### src/rtl/pe_array_sched_if.sv
// rtl/pe_array_sched_if.sv - command, memory and PE_Array bus bundle for pe_array_sched
//
// Groups every pe_array_sched signal except clk/rst.
//   slave  : the scheduler side (pe_array_sched)
//   master : the surrounding system (control FSM, operand/result memories, PE_Array)
// Signals:
//   cmd_valid/cmd_ready, cmd_instr, cmd_alg, cmd_src, cmd_dst, cmd_len : job command
//   busy, done                           : job status
//   rd_en, rd_addr, rd_data              : operand memory (rd_data valid the cycle after rd_en)
//   pe_instr, pe_alg, pe_data_in         : to PE_Array
//   pe_data_out                          : from PE_Array
//   wr_en, wr_addr, wr_data              : result memory
interface pe_array_sched_if #(
    parameter int WIDTH   = 24,
    parameter int NUM     = 4,
    parameter int IN_NUM  = 3,
    parameter int OUT_NUM = 2,
    parameter int ADDR_W  = 8,
    parameter int LEN_W   = 9
);
    logic                          cmd_valid;
    logic                          cmd_ready;
    logic [4:0]                    cmd_instr;
    logic [4:0]                    cmd_alg;
    logic [ADDR_W-1:0]             cmd_src;
    logic [ADDR_W-1:0]             cmd_dst;
    logic [LEN_W-1:0]              cmd_len;
    logic                          busy;
    logic                          done;
    logic                          rd_en;
    logic [ADDR_W-1:0]             rd_addr;
    logic [NUM*IN_NUM*WIDTH-1:0]   rd_data;
    logic [4:0]                    pe_instr;
    logic [4:0]                    pe_alg;
    logic [NUM*IN_NUM*WIDTH-1:0]   pe_data_in;
    logic [NUM*OUT_NUM*WIDTH-1:0]  pe_data_out;
    logic                          wr_en;
    logic [ADDR_W-1:0]             wr_addr;
    logic [NUM*OUT_NUM*WIDTH-1:0]  wr_data;

    modport slave (
        input  cmd_valid, cmd_instr, cmd_alg, cmd_src, cmd_dst, cmd_len,
        input  rd_data, pe_data_out,
        output cmd_ready, busy, done,
        output rd_en, rd_addr,
        output pe_instr, pe_alg, pe_data_in,
        output wr_en, wr_addr, wr_data
    );

    modport master (
        output cmd_valid, cmd_instr, cmd_alg, cmd_src, cmd_dst, cmd_len,
        output rd_data, pe_data_out,
        input  cmd_ready, busy, done,
        input  rd_en, rd_addr,
        input  pe_instr, pe_alg, pe_data_in,
        input  wr_en, wr_addr, wr_data
    );
endinterface

### src/rtl/pe_array_sched.sv
// rtl/pe_array_sched.sv - job sequencer streaming operand vectors through PE_Array
//
// Accepts one vector command, reads len operand vectors (one per cycle) from a
// synchronous operand memory, feeds them to PE_Array, follows the array's fixed
// LAT-cycle latency with a valid shift register and writes each result back.
// Ports:
//   clk  : clock, all state on rising edge
//   rst  : asynchronous active-low reset
//   bus  : pe_array_sched_if.slave (command, status, memories, PE_Array)
module pe_array_sched #(
    parameter int WIDTH   = 24,
    parameter int NUM     = 4,
    parameter int IN_NUM  = 3,
    parameter int OUT_NUM = 2,
    parameter int LAT     = 4,
    parameter int ADDR_W  = 8,
    parameter int LEN_W   = 9
) (
    input  logic              clk,
    input  logic              rst,
    pe_array_sched_if.slave   bus
);
    localparam int IN_W  = NUM * IN_NUM * WIDTH;
    localparam int OUT_W = NUM * OUT_NUM * WIDTH;

    typedef enum logic [1:0] {
        IDLE  = 2'd0,
        ISSUE = 2'd1,
        DRAIN = 2'd2,
        FIN   = 2'd3
    } state_t;

    state_t            state;
    state_t            state_n;

    logic [4:0]        instr_q;
    logic [4:0]        alg_q;
    logic [ADDR_W-1:0] src_q;
    logic [ADDR_W-1:0] dst_q;
    logic [LEN_W-1:0]  len_q;
    logic [LEN_W-1:0]  issue_cnt;
    logic [LEN_W-1:0]  retire_cnt;

    // vld[0]: operand at PE input this cycle; vld[LAT]: result at PE output.
    logic [LAT:0]      vld;

    logic              accept;
    logic              rd_go;
    logic              wr_go;
    logic              cmd_ready_c;
    logic              busy_c;
    logic              done_c;

    assign wr_go = vld[LAT];

    always_comb begin
        state_n     = state;
        cmd_ready_c = 1'b0;
        busy_c      = 1'b0;
        done_c      = 1'b0;
        rd_go       = 1'b0;
        accept      = 1'b0;
        case (state)
            IDLE: begin
                cmd_ready_c = 1'b1;
                if (bus.cmd_valid) begin
                    accept  = 1'b1;
                    state_n = (bus.cmd_len == '0) ? FIN : ISSUE;
                end
            end
            ISSUE: begin
                busy_c = 1'b1;
                rd_go  = 1'b1;
                if (issue_cnt == len_q - LEN_W'(1)) begin
                    state_n = DRAIN;
                end
            end
            DRAIN: begin
                busy_c = 1'b1;
                // Since LAT >= 1 the last write always lands in DRAIN, never ISSUE.
                if (wr_go && (retire_cnt == len_q - LEN_W'(1))) begin
                    state_n = FIN;
                end
            end
            FIN: begin
                busy_c  = 1'b1;
                done_c  = 1'b1;
                state_n = IDLE;
            end
            default: state_n = IDLE;
        endcase
    end

    always_ff @(posedge clk or negedge rst) begin
        if (!rst) begin
            state <= IDLE;
        end else begin
            state <= state_n;
        end
    end

    // Job registers: instr/alg stay latched until the next accepted command so
    // the array never sees an instruction change while results are in flight.
    always_ff @(posedge clk or negedge rst) begin
        if (!rst) begin
            instr_q    <= '0;
            alg_q      <= '0;
            src_q      <= '0;
            dst_q      <= '0;
            len_q      <= '0;
            issue_cnt  <= '0;
            retire_cnt <= '0;
        end else begin
            if (accept) begin
                instr_q    <= bus.cmd_instr;
                alg_q      <= bus.cmd_alg;
                src_q      <= bus.cmd_src;
                dst_q      <= bus.cmd_dst;
                len_q      <= bus.cmd_len;
                issue_cnt  <= '0;
                retire_cnt <= '0;
            end else begin
                if (rd_go) begin
                    issue_cnt <= issue_cnt + LEN_W'(1);
                end
                if (wr_go) begin
                    retire_cnt <= retire_cnt + LEN_W'(1);
                end
            end
        end
    end

    always_ff @(posedge clk or negedge rst) begin
        if (!rst) begin
            vld <= '0;
        end else begin
            vld <= {vld[LAT-1:0], rd_go};
        end
    end

    assign bus.cmd_ready  = cmd_ready_c;
    assign bus.busy       = busy_c;
    assign bus.done       = done_c;

    // Addresses wrap naturally through truncation to ADDR_W bits.
    assign bus.rd_en      = rd_go;
    assign bus.rd_addr    = rd_go ? (src_q + ADDR_W'(issue_cnt)) : '0;

    assign bus.pe_instr   = instr_q;
    assign bus.pe_alg     = alg_q;
    assign bus.pe_data_in = vld[0] ? bus.rd_data : {IN_W{1'b0}};

    assign bus.wr_en      = wr_go;
    assign bus.wr_addr    = wr_go ? (dst_q + ADDR_W'(retire_cnt)) : '0;
    assign bus.wr_data    = wr_go ? bus.pe_data_out : {OUT_W{1'b0}};
endmodule
### src/flat_wrapper.sv
// flat-port wrapper written by rule: the top's interface ports become plain ports
module pe_array_sched_flat 
#(
    parameter int WIDTH   = 24,
    parameter int NUM     = 4,
    parameter int IN_NUM  = 3,
    parameter int OUT_NUM = 2,
    parameter int LAT     = 4,
    parameter int ADDR_W  = 8,
    parameter int LEN_W   = 9
)
  (clk, rst, bus_cmd_valid, bus_cmd_instr, bus_cmd_alg, bus_cmd_src, bus_cmd_dst, bus_cmd_len, bus_rd_data, bus_pe_data_out, bus_cmd_ready, bus_busy, bus_done, bus_rd_en, bus_rd_addr, bus_pe_instr, bus_pe_alg, bus_pe_data_in, bus_wr_en, bus_wr_addr, bus_wr_data);
  pe_array_sched_if #(.WIDTH(WIDTH), .NUM(NUM), .IN_NUM(IN_NUM), .OUT_NUM(OUT_NUM), .ADDR_W(ADDR_W), .LEN_W(LEN_W)) bus_i ();
  input  logic clk;
  input  logic rst;
  input wire logic [$bits(bus_i.cmd_valid)-1:0] bus_cmd_valid;
  input wire logic [$bits(bus_i.cmd_instr)-1:0] bus_cmd_instr;
  input wire logic [$bits(bus_i.cmd_alg)-1:0] bus_cmd_alg;
  input wire logic [$bits(bus_i.cmd_src)-1:0] bus_cmd_src;
  input wire logic [$bits(bus_i.cmd_dst)-1:0] bus_cmd_dst;
  input wire logic [$bits(bus_i.cmd_len)-1:0] bus_cmd_len;
  input wire logic [$bits(bus_i.rd_data)-1:0] bus_rd_data;
  input wire logic [$bits(bus_i.pe_data_out)-1:0] bus_pe_data_out;
  output wire logic [$bits(bus_i.cmd_ready)-1:0] bus_cmd_ready;
  output wire logic [$bits(bus_i.busy)-1:0] bus_busy;
  output wire logic [$bits(bus_i.done)-1:0] bus_done;
  output wire logic [$bits(bus_i.rd_en)-1:0] bus_rd_en;
  output wire logic [$bits(bus_i.rd_addr)-1:0] bus_rd_addr;
  output wire logic [$bits(bus_i.pe_instr)-1:0] bus_pe_instr;
  output wire logic [$bits(bus_i.pe_alg)-1:0] bus_pe_alg;
  output wire logic [$bits(bus_i.pe_data_in)-1:0] bus_pe_data_in;
  output wire logic [$bits(bus_i.wr_en)-1:0] bus_wr_en;
  output wire logic [$bits(bus_i.wr_addr)-1:0] bus_wr_addr;
  output wire logic [$bits(bus_i.wr_data)-1:0] bus_wr_data;
  assign bus_i.cmd_valid = bus_cmd_valid;
  assign bus_i.cmd_instr = bus_cmd_instr;
  assign bus_i.cmd_alg = bus_cmd_alg;
  assign bus_i.cmd_src = bus_cmd_src;
  assign bus_i.cmd_dst = bus_cmd_dst;
  assign bus_i.cmd_len = bus_cmd_len;
  assign bus_i.rd_data = bus_rd_data;
  assign bus_i.pe_data_out = bus_pe_data_out;
  assign bus_cmd_ready = bus_i.cmd_ready;
  assign bus_busy = bus_i.busy;
  assign bus_done = bus_i.done;
  assign bus_rd_en = bus_i.rd_en;
  assign bus_rd_addr = bus_i.rd_addr;
  assign bus_pe_instr = bus_i.pe_instr;
  assign bus_pe_alg = bus_i.pe_alg;
  assign bus_pe_data_in = bus_i.pe_data_in;
  assign bus_wr_en = bus_i.wr_en;
  assign bus_wr_addr = bus_i.wr_addr;
  assign bus_wr_data = bus_i.wr_data;
  pe_array_sched #(.WIDTH(WIDTH), .NUM(NUM), .IN_NUM(IN_NUM), .OUT_NUM(OUT_NUM), .LAT(LAT), .ADDR_W(ADDR_W), .LEN_W(LEN_W)) u_core (.clk(clk), .rst(rst), .bus(bus_i));
endmodule
### config.mk
export PLATFORM = sky130hd
export DESIGN_NAME = pe_array_sched_flat
export DESIGN_NICKNAME = d
export VERILOG_FILES = /design/src/rtl/pe_array_sched_if.sv /design/src/rtl/pe_array_sched.sv /design/src/flat_wrapper.sv
export SDC_FILE = /design/constraint.sdc
export NUM_CORES = 1
export LEC_CHECK = 0
export ABC_AREA = 1
export CAP_MARGIN = 0
export CORE_AREA = 2 2 406 408
export DETAILED_ROUTE_END_ITERATION = 12
export DIE_AREA = 0 0 408 410
export GPL_ROUTABILITY_DRIVEN = 0
export GPL_TIMING_DRIVEN = 0
export SYNTH_ARGS = -nofsm -noshare
export SYNTH_HDL_FRONTEND = slang
export SYNTH_SLANG_ARGS = --single-unit
### constraint.sdc
create_clock -name clk -period 4.8 [get_ports clk]
set_clock_uncertainty 0.05 [all_clocks]
set_input_delay 0.72 -clock clk [delete_from_list [all_inputs] [get_ports clk]]
set_output_delay 0.72 -clock clk [all_outputs]
set_load 0.01 [all_outputs]
=== After elaboration in Yosys (flattened, before gate mapping) ===
Index checks and enable logic that the tools add are counted.

* $add $sub $neg: 5
* Multiply operators: 0
* Div/mod/pow operators: 0
* Order comparisons: 0
* Equality and inequality tests: 8
* Shift operators: 0
* Muxes and demuxes: 19
* Bitwise operators: 0
* Reductions and logical operators: 7

{| class="wikitable"
|+ Operators with widths
! cell !! count
|-
| $mux W288 || 1
|-
| $mux W192 || 1
|-
| $mux W9 || 4
|-
| $add A9 B1 Y9 const B || 2
|-
| $eq A9 B9 Y1 || 2
|-
| $add A8 B8 Y8 || 2
|-
| $mux W8 || 2
|-
| $logic_not A9 Y1 || 1
|-
| $sub A9 B1 Y9 const B || 1
|-
| $mux W2 || 4
|-
| $pmux W2 S4 || 1
|-
| $mux W1 || 6
|-
| $eq A2 B2 Y1 const B || 2
|-
| $ne A2 B1 Y1 const B || 2
|-
| $reduce_bool A2 Y1 || 2
|-
| $reduce_and A3 Y1 || 1
|-
| $reduce_or A3 Y1 || 1
|-
| $eq A2 B1 Y1 const B || 1
|-
| $logic_not A2 Y1 || 1
|-
| $ne A2 B2 Y1 const B || 1
|-
| $logic_and A1 B1 Y1 || 1
|}

* Register bits: 60
* Bits in latches: 0
* Bits in writable memories: 0
* ROM bits: 0
* Input port bits: 518
* Output and inout port bits: 511
* Logic and storage cells: 48
* Memories kept: 0

=== Logic depth before layout (Yosys ltp) ===
* Word-level depth: 5
* Depth in mapped cells: 15
* Mapped depth without buffers: 15

=== Least setup slack after synthesis ===
Ideal clock, no wire load.

* Path type: reg2out
* Start: register u_core.retire_cnt[0]
* End: output bus_wr_addr[6]
* Arrival time: 1865 ps
* Data required time: 4030 ps
* Path slack: 2165 ps
* Cell stages (with the launch flop): 12
* Cells stage by stage: dfrtp_1 -> ha_1 -> fa_1 -> nand2_1 -> inv_1 -> o21ai_0 -> nand2_1 -> nand2_1 -> nand2_1 -> a21oi_1 -> o21ai_0 -> a21oi_1

* Word-level cells in the longest chain between the ends: 2

{| class="wikitable"
|+ Ends and longest elaborated chain
! item !! line !! RTL
|-
| from (decl) || pe_array_sched.sv:42 || <nowiki>logic [LEN_W-1:0] retire_cnt;</nowiki>
|-
| from (signal assigned) || pe_array_sched.sv:127 || <nowiki>retire_cnt <= retire_cnt + LEN_W'(1);</nowiki>
|-
| $add A8 B8 Y8 || pe_array_sched.sv:154 || <nowiki>assign bus.wr_addr = wr_go ? (dst_q + ADDR_W'(retire_cnt)) : '0;</nowiki>
|-
| $mux W8 || pe_array_sched.sv:154 ||
|-
| to (decl) || flat_wrapper.sv:33 || <nowiki>output wire logic [$bits(bus_i.wr_addr)-1:0] bus_wr_addr;</nowiki>
|}

Every way passes these cells.

=== Final worst setup path ===
* Start: register u_core.vld[0]
* End: output bus_pe_data_in[105]

* Word-level cells in the longest chain between the ends: 1

{| class="wikitable"
|+ Ends and longest elaborated chain
! item !! line !! RTL
|-
| from (decl) || pe_array_sched.sv:45 || <nowiki>logic [LAT:0] vld;</nowiki>
|-
| from (signal assigned) || pe_array_sched.sv:137 || <nowiki>vld <= {vld[LAT-1:0], rd_go};</nowiki>
|-
| $mux W288 || pe_array_sched.sv:151 || <nowiki>assign bus.pe_data_in = vld[0] ? bus.rd_data : {IN_W{1'b0}};</nowiki>
|-
| to (decl) || flat_wrapper.sv:31 || <nowiki>output wire logic [$bits(bus_i.pe_data_in)-1:0] bus_pe_data_in;</nowiki>
|}

Every way passes these cells.

==> summary.txt <==
maximum fanout along the worst path - 10
clk root buf - clkbuf_16
fraction of layout instances using a drive strength above 1 - 1.29%
Post-CTS Setup Inserts - 0
detailed-route DRC error count - 0
Max-Cap Viols - 0
Max Clock Freq - 0.228 GHz
cts hold-fix bufs - 0
drt pass-1 iters - 6
HP Start - u_core.vld[3]
Initial Util - 4.54%
vias in the first global route - 13400
H-tree levels - 3
first-pass GRT wire length - 169000 um
Hold Path End - u_core.vld[4]
hold path depth - 0
DR vias - 14600
nature of the critical path endpoint - output port
latest clock arrival within the worst-skew pair - 0.36 ns
Final ANT Viol Nets - 0
Setup TNS Final - 0 ns
Net Count, Synth - 2057
hpwl dp - 133000 um
RSZ-0062 raised after global routing - false
mapped cell area - 7430 um2
LEAKAGE - 10.9 nW
Clock Pin Slew Worst Setup and Hold Paths - 0.07 ns
Tcrit/Tclk final - 91.6%
P_sw - 4.67 mW
Final nets - 3095
CORE AREA - 163000 um2
Sink Count - 60
Final Instance Area - 20900 um2
Vias/cell - 3.05
Total GRT Usage - 16.2%
WP data arrival - 3.62 ns
Rel. slew slack - 20.5%
Port Buffers - 1028
status - complete, no violations
total power - 8.75 mW
Tmin final - 4.39 ns
power density over the cells - 420 nW/um2
initial antenna violation count - 205
synthesized area per cell - 4.90 um2
min-delay worst type - reg -> reg
num ports - 1029
hold slack - 0.302 ns
CTS Buf Count - 9
cell-internal power - 4.08 mW
Crit path required time - 4.03 ns
share of power burned in registers - 10.6%
die width - 408 um
Logic pwr share - 81.3%
GR Overflow Total - 0
WL/cell - 29.6 um
max incr delay on CP - 0.96 ns
transition time at the pin with the least slew margin - 1.19 ns
1st-iter DRT viols - 1400
crit path kind - reg -> out
Fin. Hold Viols - 0
post-place instance area - 20500 um2
Synth cell types - 28
Cells after Synth - 1516
Die Y - 410 um
FF-to-FF path depth - 7
R2R Path Start - u_core.state[0]
sequential cell area fraction in the yosys report - 20.2%
CTS tree - built
area delta synth->final - 181%
most common cell after layout, fill and taps aside - clkdlybuf4s50_1
Slew Viols, Final - 0
worst vdd ir - 212 uV
reg2reg setup slack - 2.45 ns
Warnings, synthesis - 0
row count - 149
CP max-delay cell - dfrtp_1
most frequent cells in the layout - 1027 x clkdlybuf4s50_1, 659 x nand2_1, 536 x inv_1, 60 x dfrtp_1, 58 x clkbuf_1
#FFs+latches synth - 60
largest net degree at the start of global routing - 61
crit path cell chain - clkbuf_1 > clkbuf_1 > nand2_1 > inv_1 > clkdlybuf4s50_1
Final setup viols - 0
most used cell, CP - clkbuf_1
DRT Wirelength - 142000 um
# fillers - 19000
switching fraction of total power - 53.4%
CP Launch Type - register
CTS max path bufs - 2
die area - 167000 um2
Clock power frac - 8.1%
worst r2r dst - u_core.bus.pe_alg[1]
## routing by layer
metal,wire [um],GRT usage [%],up-vias
li1,-,-,6252
met4,8300,7.72,36
met2,72300,29.5,1299
met1,46700,15.5,6592
met5,360,0,-
met3,14400,6.97,462
## synthesized netlist by cell type
master | number | area [um2]
nor2_2 | 4 | 25.0
nor2_1 | 33 | 124
o21ai_1 | 1 | 5.00
o31a_1 | 2 | 17.5
buf_2 | 1 | 5.00
a21oi_1 | 31 | 155
nor3_1 | 10 | 50.1
buf_1 | 3 | 11.3
xnor2_1 | 2 | 17.5
or2_2 | 3 | 18.8
clkbuf_1 | 60 | 225
nand3_2 | 1 | 10.0
o31ai_1 | 1 | 7.51
clkinv_1 | 1 | 3.75
inv_2 | 1 | 3.75
nand3_1 | 34 | 170
ha_1 | 21 | 263
nand3b_1 | 2 | 15.0
nand2_2 | 4 | 25.0
xor2_1 | 3 | 26.3
inv_1 | 536 | 2010
fa_1 | 2 | 40.0
o21ai_0 | 32 | 160
o21ai_2 | 1 | 8.76
nand4_1 | 7 | 43.8
o41ai_1 | 1 | 8.76
dfrtp_1 | 60 | 1500
nand2_1 | 659 | 2470
## cell type report
type | count | area [um2] | share of cell area [%]
clock buffers | 9 | 225 | 1.08
flip-flops and latches | 60 | 1500 | 7.20
repair buffers | 1028 | 10300 | 49.3
diodes | 45 | 113 | 0.540
well taps | 2189 | 2740 | 13.1
clock inverters | 7 | 75.1 | 0.360
multi-input cells | 854 | 3660 | 17.6
plain buffers | 63 | 239 | 1.15
inverters | 538 | 2020 | 9.68
## flip-flops by register name, summed over array words and instances, names as in the netlist, 5 cells and up
name and count:
u_core.src_q 8, u_core.len_q 9, u_core.bus.pe_alg 5, u_core.vld 5
u_core.issue_cnt 9, u_core.dst_q 8, u_core.retire_cnt 9, u_core.bus.pe_instr 5
## power by group through the flow
stage          clock network [mW]  logic [mW]  registers [mW]
3_5_place_dp                    0        7.15           0.914
5_1_grt                     0.767        7.59           0.960
6_report                    0.708        7.12           0.931
4_1_cts                     0.753        7.21           0.907
3_3_place_gp                    0        7.13           0.905
2_1_floorplan                   0        2.61           0.862
## how the worst max path moves through the flow
stage | endpoint | startpoint | slack [ns]
floorplan | bus_wr_addr[6] | u_core.retire_cnt[0] | 2.16
global placement | bus_pe_data_in[240] | u_core.vld[0] | 0.25
detailed placement | bus_pe_data_in[240] | u_core.vld[0] | 0.22
CTS | bus_pe_data_in[104] | u_core.vld[0] | 0.07
global route | bus_pe_data_in[104] | u_core.vld[0] | 0.22
finish | bus_pe_data_in[105] | u_core.vld[0] | 0.41
## through the flow
| stage | utilization, % | std cells | setup WS, ns |
|---|---|---|---|
| finish | 12.8 | 4793 | 0.405 |
| detailed placement | 12.5 | 4733 | 0.216 |
| CTS | 12.7 | 4749 | 0.0721 |
| global placement | 12.5 | 4733 | 0.251 |
| floorplan | - | 1516 | 2.16 |
| global route | 12.7 | 4775 | 0.221 |
## critical path: cells and delay by family, from the launching register on
kind / cells / cell delay (ns)
buf+inv: 4 / 2.14
flops: 1 / 0.96
simple gates: 1 / 0.11
## what timing repair did
| action | CTS | global route |
|---|---|---|
| setup endpoints to repair | 19 | 2 |
| pin swaps | 0 | 0 |
| gates cloned | 0 | 0 |
| gates resized for setup | 1 | 0 |
## kinds of logic (layout without fill, tap and decap cells)
family / Yosys count / in the layout / share of synthesized area (%)
simple gates: 757 / 757 / 39.8
buf+inv: 602 / 1645 / 30.4
fa+ha+maj: 23 / 23 / 4.08
compound gates: 69 / 69 / 4.89
other cells: 0 / 45 / 0
flops: 60 / 60 / 20.2
xor+xnor: 5 / 5 / 0.590
Power figures use the tool's default switching activity.
==> variant: new RTL, config.mk and constraints unchanged <==
Make the reset (`rst`) synchronous in 3 clocked blocks. Comments in the files are not updated.
--- a/src/rtl/pe_array_sched.sv
+++ b/src/rtl/pe_array_sched.sv
@@ -93,3 +93,3 @@
 
-    always_ff @(posedge clk or negedge rst) begin
+    always_ff @(posedge clk) begin
         if (!rst) begin
@@ -103,3 +103,3 @@
     // the array never sees an instruction change while results are in flight.
-    always_ff @(posedge clk or negedge rst) begin
+    always_ff @(posedge clk) begin
         if (!rst) begin
@@ -132,3 +132,3 @@
 
-    always_ff @(posedge clk or negedge rst) begin
+    always_ff @(posedge clk) begin
         if (!rst) begin
Formal check against the unedited RTL: differs if rst is asserted again (counterexample within 4 cycles, from zero or initial values and one cycle with rst low); with rst held inactive, the same outputs for 4 cycles.
==> variant against the unedited design <==
Critical path depth rose by 1. Sequential cell count did not move. Count of clock-buffer cells in the layout rose by 2. Wire length rose by 13%. Design area fell by 1.0%. Critical path type unchanged. Worst setup slack got worse by 0.20 ns. Core utilization fell by 0.13 points. Synthesized area fell by 4.4%.
Power is not compared: it rests on default switching activity, and its combinational part moved more than twofold at a synthesized area within 25%.
==> variant: results (changes against the unedited design) <==
** Status
- Run status: finished clean (unchanged).

** Placed design
- # placed instances :: 4712 (was 4733)
- The post-detailed-placement half-perimeter wirelength came to 150000 um (was 133000 um).
- Standard cell area after detailed placement :: 20100 um^2 (was 20500 um^2)

** Routing
- The met2 routed wirelength was 74900 um (was 72300 um).
- Initial DRC count :: 1657 (was 1400)
- Via Count :: 15200 (was 14600)
- The number of detailed-routing iterations run before antenna repair came to 8 (was 6).
- Post-Route WL :: 161000 um (was 142000 um)
- The length of routed met3 wiring came to 25800 um (was 14400 um).

** Global route
- The met3 demand-to-capacity share in global routing is 13.0% (was 6.97%).
- Total global-route track usage :: 18.3% (was 16.2%)
- Antenna violations before repair :: 253 (was 205)
- Met2 demand-to-capacity share in global routing :: 30.5% (was 29.5%)

** Synthesis
- The number of distinct library cells after synthesis came to 29 (was 28).
- The cell count after synthesis was 1495 (was 1516).
- Largest cells by area after synthesis :: nand2_1 29%, inv_1 28%, dfxtp_1 17% (was nand2_1 33%, inv_1 27%, dfrtp_1 20%)

** Worst hold path
- Launch point of the worst hold path :: u_core.vld[2]$_SDFF_PN0_ (was u_core.vld[3]$_DFF_PN0_)

** Layout
- Share of layout cells above drive strength 1 :: 1.06% (was 1.29%)
- Final cell count without fillers :: 4806 (was 4793)

** STA
- The worst hold slack after final layout came to 0.356 ns (was 0.302 ns).
- The measured slew at the worst slew-check pin came to 1.31 ns (was 1.19 ns).
- Post-route worst setup slack :: 0.204 ns (was 0.405 ns)

** Setup path
- Worst setup startpoint :: u_core.vld[0]$_SDFF_PN0_ (was u_core.vld[0]$_DFF_PN0_)
- Slowest cell on crit path :: clkdlybuf4s50_1 (was dfrtp_1)
## variant: cell types whose count changed after synthesis, sizes merged, moves of 4 or more
cell and change:
nand2 -114, nor2 +63, dfrtp -60, dfxtp +60, o21ai +23, a21oi +8, nor3 -8, clkbuf +4
xor2 +4
## variant: area by class of cell
cell class	count	area [um^2]
Fill cell	19000	143000
Timing Repair Buffer	1028	10300
Multi-Input combinational cell	834	3640
Tap cell	2189	2740
Inverter	534	2000
Sequential cell	60	1200
Buffer	67	253
Clock buffer	11	243
Antenna cell	78	195
Clock inverter	5	85.1
## variant: cell families (layout without fill, tap and decap cells)
| logic type | count (synthesis) | in the layout | synth area share [%] |
|---|---|---|---|
| flip-flops | 60 | 60 | 16.9 |
| XOR/XNOR | 9 | 9 | 1.11 |
| AND/OR/NAND/NOR | 699 | 699 | 38.3 |
| other | 0 | 78 | 0 |
| AO/OA/AOI/OAI | 103 | 103 | 7.62 |
| buffers and inverters | 601 | 1645 | 31.8 |
| adder cells (fa/ha/maj) | 23 | 23 | 4.27 |
